## config.mk

```make
export PLATFORM = sky130hd
export DESIGN_NAME = galaksija_load_arbiter
export DESIGN_NICKNAME = d
export VERILOG_FILES = /design/src/rtl/galaksija_load_arbiter.sv
export SDC_FILE = /design/constraint.sdc
export NUM_CORES = 1
export LEC_CHECK = 0
export CORE_UTILIZATION = 35
export DETAILED_ROUTE_END_ITERATION = 6
export GPL_ROUTABILITY_DRIVEN = 0
export GPL_TIMING_DRIVEN = 0
export HOLD_SLACK_MARGIN = 0.02
export MAX_ROUTING_LAYER = met4
export PLACE_DENSITY_LB_ADDON = 0.3
export SLEW_MARGIN = 10
export SYNTH_ARGS = -nofsm -noshare
export SYNTH_HDL_FRONTEND = slang
export SYNTH_SLANG_ARGS = --single-unit
export TNS_END_PERCENT = 30
```

## constraint.sdc

```tcl
create_clock -name clk_sys -period 2.3 [get_ports clk_sys]
set_input_delay 0.46 -clock clk_sys [delete_from_list [all_inputs] [get_ports clk_sys]]
set_output_delay 0.46 -clock clk_sys [all_outputs]
set_load 0.03 [all_outputs]
```

## src/rtl/galaksija_load_arbiter.sv

```systemverilog
// Galaksija memory arbiter: merges ioctl download writes (buffered in a small
// FIFO) with CPU accesses onto a single request/acknowledge memory port.
// Download writes always win over the CPU. The optional post-load CPU reset
// pulse is built only when GALAKSIJA_POSTLOAD_RESET_EN is defined.
module galaksija_load_arbiter #(
    parameter logic [15:0] ROM_BASE   = 16'h0000,
    parameter logic [15:0] TAPE_BASE  = 16'h2000,
    parameter int unsigned FIFO_DEPTH = 4
) (
    input  logic        clk_sys,
    input  logic        reset,
    // CPU port
    input  logic        cpu_req,
    input  logic        cpu_we,
    input  logic [15:0] cpu_addr,
    input  logic [7:0]  cpu_din,
    output logic [7:0]  cpu_dout,
    output logic        cpu_ack,
    output logic        cpu_wait,
    // Loader port
    input  logic        ioctl_download,
    input  logic        ioctl_wr,
    input  logic [7:0]  ioctl_index,
    input  logic [15:0] ioctl_addr,
    input  logic [7:0]  ioctl_dout,
    // Memory port
    output logic        mem_req,
    output logic        mem_we,
    output logic [15:0] mem_addr,
    output logic [7:0]  mem_din,
    input  logic [7:0]  mem_dout,
    input  logic        mem_ack,
    // Status
    output logic        fifo_overflow,
    output logic        cpu_reset
);

    localparam int unsigned PTR_W = $clog2(FIFO_DEPTH);
    localparam logic [PTR_W:0] DEPTH_C = (PTR_W+1)'(FIFO_DEPTH);

    localparam logic [1:0] IDLE    = 2'd0;
    localparam logic [1:0] DL_ACC  = 2'd1;
    localparam logic [1:0] CPU_ACC = 2'd2;

    logic [1:0]       state;
    logic [15:0]      fifo_addr [FIFO_DEPTH];
    logic [7:0]       fifo_data [FIFO_DEPTH];
    logic [PTR_W-1:0] wr_ptr;
    logic [PTR_W-1:0] rd_ptr;
    logic [PTR_W:0]   count;
    logic             dl_q;
    logic             cpu_abort;

    logic             dl_rise;
    logic             strobe;
    logic [15:0]      strobe_addr;
    logic             fifo_empty;
    logic             fifo_full;
    logic             push;
    logic             pop;
    logic             overflow_evt;
    logic             cpu_grant;

    // Strobe qualification, FIFO flags and arbitration decisions
    always_comb begin
        dl_rise      = ioctl_download && !dl_q;
        strobe       = ioctl_download && ioctl_wr && (ioctl_index[7:1] == 7'd0);
        strobe_addr  = (ioctl_index[0] ? TAPE_BASE : ROM_BASE) + ioctl_addr;
        fifo_empty   = (count == '0);
        fifo_full    = (count == DEPTH_C);
        pop          = (state == IDLE) && !fifo_empty;
        // A pop in the same cycle frees the slot, so a full FIFO still accepts.
        push         = strobe && (!fifo_full || pop);
        overflow_evt = strobe && fifo_full && !pop;
        cpu_wait     = ioctl_download || !fifo_empty || (state != IDLE);
        // cpu_ack high means the CPU is still holding the request it just had
        // completed; do not grant it a second time.
        cpu_grant    = (state == IDLE) && cpu_req && !cpu_wait && !cpu_ack;
    end

    // FIFO storage (no reset needed, occupancy is tracked by count)
    always_ff @(posedge clk_sys) begin
        if (push) begin
            fifo_addr[wr_ptr] <= strobe_addr;
            fifo_data[wr_ptr] <= ioctl_dout;
        end
    end

    // FIFO pointers and occupancy
    always_ff @(posedge clk_sys) begin
        if (reset) begin
            wr_ptr <= '0;
            rd_ptr <= '0;
            count  <= '0;
        end else begin
            if (push)
                wr_ptr <= wr_ptr + PTR_W'(1);
            if (pop)
                rd_ptr <= rd_ptr + PTR_W'(1);
            case ({push, pop})
                2'b10:   count <= count + (PTR_W+1)'(1);
                2'b01:   count <= count - (PTR_W+1)'(1);
                default: count <= count;
            endcase
        end
    end

    // Download edge tracking and sticky overflow flag
    always_ff @(posedge clk_sys) begin
        if (reset) begin
            dl_q          <= 1'b0;
            fifo_overflow <= 1'b0;
        end else begin
            dl_q <= ioctl_download;
            if (dl_rise)
                fifo_overflow <= 1'b0;
            if (overflow_evt)
                fifo_overflow <= 1'b1;
        end
    end

    // Arbitration FSM with registered memory port
    always_ff @(posedge clk_sys) begin
        if (reset) begin
            state     <= IDLE;
            mem_req   <= 1'b0;
            mem_we    <= 1'b0;
            mem_addr  <= '0;
            mem_din   <= '0;
            cpu_dout  <= '0;
            cpu_ack   <= 1'b0;
            cpu_abort <= 1'b0;
        end else begin
            cpu_ack <= 1'b0;
            case (state)
                IDLE: begin
                    if (pop) begin
                        state    <= DL_ACC;
                        mem_req  <= 1'b1;
                        mem_we   <= 1'b1;
                        mem_addr <= fifo_addr[rd_ptr];
                        mem_din  <= fifo_data[rd_ptr];
                    end else if (cpu_grant) begin
                        state     <= CPU_ACC;
                        mem_req   <= 1'b1;
                        mem_we    <= cpu_we;
                        mem_addr  <= cpu_addr;
                        mem_din   <= cpu_din;
                        cpu_abort <= 1'b0;
                    end
                end
                DL_ACC: begin
                    if (mem_ack) begin
                        state   <= IDLE;
                        mem_req <= 1'b0;
                        mem_we  <= 1'b0;
                    end
                end
                CPU_ACC: begin
                    // A dropped request is finished on the bus but never acked.
                    if (!cpu_req)
                        cpu_abort <= 1'b1;
                    if (mem_ack) begin
                        state   <= IDLE;
                        mem_req <= 1'b0;
                        mem_we  <= 1'b0;
                        if (!mem_we)
                            cpu_dout <= mem_dout;
                        cpu_ack <= cpu_req && !cpu_abort;
                    end
                end
                default: begin
                    state   <= IDLE;
                    mem_req <= 1'b0;
                    mem_we  <= 1'b0;
                end
            endcase
        end
    end

`ifdef GALAKSIJA_POSTLOAD_RESET_EN
    logic       dl_fall;
    logic       load_pend;
    logic [4:0] rst_cnt;

    assign dl_fall   = !ioctl_download && dl_q;
    assign cpu_reset = (rst_cnt != '0);

    // Post-load reset: arm on download end, fire 16 cycles once FIFO drained
    always_ff @(posedge clk_sys) begin
        if (reset) begin
            load_pend <= 1'b0;
            rst_cnt   <= '0;
        end else if (dl_rise) begin
            load_pend <= 1'b0;
            rst_cnt   <= '0;
        end else if ((dl_fall || load_pend) && fifo_empty) begin
            load_pend <= 1'b0;
            rst_cnt   <= 5'd16;
        end else begin
            if (dl_fall)
                load_pend <= 1'b1;
            if (rst_cnt != '0)
                rst_cnt <= rst_cnt - 5'd1;
        end
    end
`else
    assign cpu_reset = 1'b0;
`endif

endmodule
```

==> key figures <==
GRT
  • Initial antenna violation count: 0
  • Vias in the first global route: 3,647
  • Global-route wire length before repair: 18.5 mm
  • Total gr overflow: 0
  • Global Route Usage Sum: 15.7%
  • Pin count of the biggest net entering global routing: 25

Yosys
  • Cells after synthesis: 369
  • Syn nets: 449
  • Post-synth EDFFs: 96
  • Cell taking the most area after synthesis: edfxtp_1
  • Syn Area/Cell: 15.6 sq um
  • YS warnings: 0
  • Netlist cell types: 43
  • #FFs+latches synth: 145
  • Post-synthesis sequential area ratio: 67.3%
  • Synth cell count leaders: edfxtp_1, dfxtp_1, nor2_1
  • Synth area leaders: edfxtp_1, dfxtp_1, mux4_2, mux2i_1, a211oi_1
  • Synth Flop Type: edfxtp_1
  • Netlist Area Pre-Place: 5740 sq um
  • Most instantiated library cell after synthesis: edfxtp_1
  • Post-synth ARST share: 0%
  • Post-synth top area share: 50.2%

Power and ir drop
  • Reg power frac: 35.9%
  • Tot Pwr: 9.13 mW
  • Sw Share: 32.8%
  • Cell Pwr Density: 1190 nW/um^2
  • Internal Power: 6.14 mW
  • Clock Power Share: 29.1%
  • Static Leak: 2.71 nW
  • Net Switching: 2.99 mW
  • Max IR drop VDD: 0.000588 V
  • Combinational share of power: 35.0%

Clock tree
  • CTS Sinks: 145
  • Clock transition at path regs: 0.05 ns
  • Worst-Skew Late Latency: 0.42 ns
  • Clock Path Buffers: 2
  • CTS Hold Bufs: 0
  • H-tree depth: 4
  • Clock tree root driver cell: clkbuf_16
  • CTS tree: built
  • Inserted Clock Buffers: 17

Die
  • Initial Util: 36.0%
  • I/O pin cnt: 109
  • # rows: 46
  • Core Area: 15,900 sq um
  • DIE WIDTH: 130 um
  • Die Footprint: 16,900 sq um
  • Die height: 130 um

Finish
  • Final #Nets: 576
  • Antenna Cells: 0
  • Area Overhead vs Synth: 34.1%
  • # fillers: 1,392
  • Share of layout cells above drive strength 1: 15.5%

Critical path
  • Worst setup SP type: input pin
  • R2R setup slack: 0.07 ns
  • Crit Path Category: input pin to flip-flop
  • CP Capture Type: flip-flop
  • FF-to-FF End: fifo_addr[2][6]
  • CP startpoint: ioctl_index[3]
  • RR Startpoint: state[0]
  • Worst reg2reg path depth: 7
  • Arr. time, crit path: 2.30 ns
  • Required time of the worst setup path: 2.34 ns
  • Max Fanout on Critical Path: 24
  • Crit path capture: fifo_addr[2][6]

Outcome
  • Status: complete, no violations

Route
  • Post-DR wirelength/cell: 16.7 um
  • Via density: 4.82
  • Router iterations before antenna repair: 4
  • DR vias: 3,494
  • Routed Antenna Nets: 0
  • Drt drc: 0
  • Detailed Route Iter0 Violations: 137
  • DRT Wirelength: 12.1 mm

Timing
  • RSZ-0062 raised after global routing: true
  • Top achievable clock speed: 444 MHz
  • Final setup vio count: 0
  • Max Slew Vio Count: 0
  • Clk_skew: 0.00941 ns
  • Period minus WS final: 2.25 ns
  • Slew headroom: 52.4%
  • Final worst path period share: 98.0%
  • WHS: 0.437 ns
  • Hold Vio Cnt, Final: 0
  • Least-Margin Pin Slew: 0.714 ns

Min path
  • Worst min path class: flip-flop to flip-flop

Run
  • Max-capacitance violation count: 0

Placed design
  • HPWL after DPL: 8.06 mm
  • Number of I/O port buffers: 107
[state kept, by name, summed over array words and instances (netlist names), 3 cells and up, named ones only]
name	flops
fifo_addr	64
count	3
mem_addr	16
cpu_dout	8
fifo_data	32
mem_din	8
[power groups by stage]
stage | sequential (mW) | clock (mW) | combinational [mW]
detailed placement | 3.33 | 0 | 3.18
floorplan | 3.74 | 0 | 1.63
global placement | 3.32 | 0 | 3.13
CTS | 3.28 | 2.71 | 3.23
global route | 3.31 | 2.82 | 3.45
finish | 3.28 | 2.65 | 3.20
[layout make-up]
class	count	area [sq um]	area share (%)
plain buffers	22	126	1.64
clock buffers	23	468	6.08
clock inverters	9	108	1.40
inverters	7	26.3	0.341
multi-input cells	195	1750	22.8
flip-flops and latches	145	3860	50.2
well taps	216	270	3.51
repair buffers	108	1080	14.0
[cells by family after synthesis]
kind of cell	synth area share, %
flip-flops	67.3
AND/OR/NAND/NOR	7.24
multiplexers	14.5
AO/OA/AOI/OAI	5.54
buffers and inverters	2.62
adder cells (fa/ha/maj)	2.09
XOR/XNOR	0.611
other	0.0653
[per-layer routing]
metal	track usage, %	up-vias	wire [um]
met3	4.39	14	562
met4	6.77	0	236
met1	18.3	1724	5420
li1	-	1658	-
met5	-	-	0
met2	25.4	98	5910
[worst min-delay path by stage]
stage | cells past startpoint | slack [ns] | end | start
detailed placement | 1 | 0.42 | cpu_ack | cpu_abort
global route | 1 | 0.45 | cpu_ack | cpu_abort
CTS | 1 | 0.44 | cpu_ack | cpu_abort
floorplan | 1 | 0.40 | cpu_ack | cpu_abort
finish | 1 | 0.44 | cpu_ack | cpu_abort
global placement | 1 | 0.41 | cpu_ack | cpu_abort
[placed cells by master (no fill, tap or decap), types with 2 or more instances in the layout]
cell type	Yosys	layout
a211oi_1	24	24
a21oi_1	12	12
and2_2	0	4
buf_1	2	2
buf_2	5	4
buf_4	3	4
buf_6	3	3
bufinv_16	0	2
clkbuf_1	8	12
clkbuf_16	0	17
clkbuf_8	0	2
clkdlybuf4s50_1	0	106
clkinv_2	0	3
clkinvlp_4	0	2
dfxtp_1	49	49
edfxtp_1	96	96
ha_1	8	8
inv_1	7	7
mux2_1	2	2
mux2i_1	27	27
mux4_2	24	24
nand2_1	21	21
nand2b_1	2	2
nor2_1	41	41
nor2b_1	3	3
o21ai_0	2	2
o21ai_1	2	2
xnor2_1	2	2
xor2_1	2	2
[repair_timing]
item / 4_1_cts / 5_1_grt
resized for setup: 4 / 3
buffers inserted: 1 / 0
setup endpoints to repair: 2 / 98
gates cloned: 0 / 0
[metrics by stage]
step           setup TNS, ns  setup slack [ns]  area [sq um]  util, %  std cells
2_1_floorplan              0             0.152          5740        -        369
3_3_place_gp          -82.18            -0.857          7080     44.4        692
3_5_place_dp          -35.20            -0.373          7090     44.4        692
4_1_cts                    0            0.0267          7680     48.2        725
5_1_grt                -3.22           -0.0440          7700     48.3        725
6_report                   0            0.0460          7700     48.3        725
[critical path, cell delays in order]
cell	delay (ns)
clkdlybuf4s50_1	0.44
nor4_4	0.35
and4b_1	0.26
buf_6	0.14
and2_2	0.62
(Power assumes the default switching activity.)
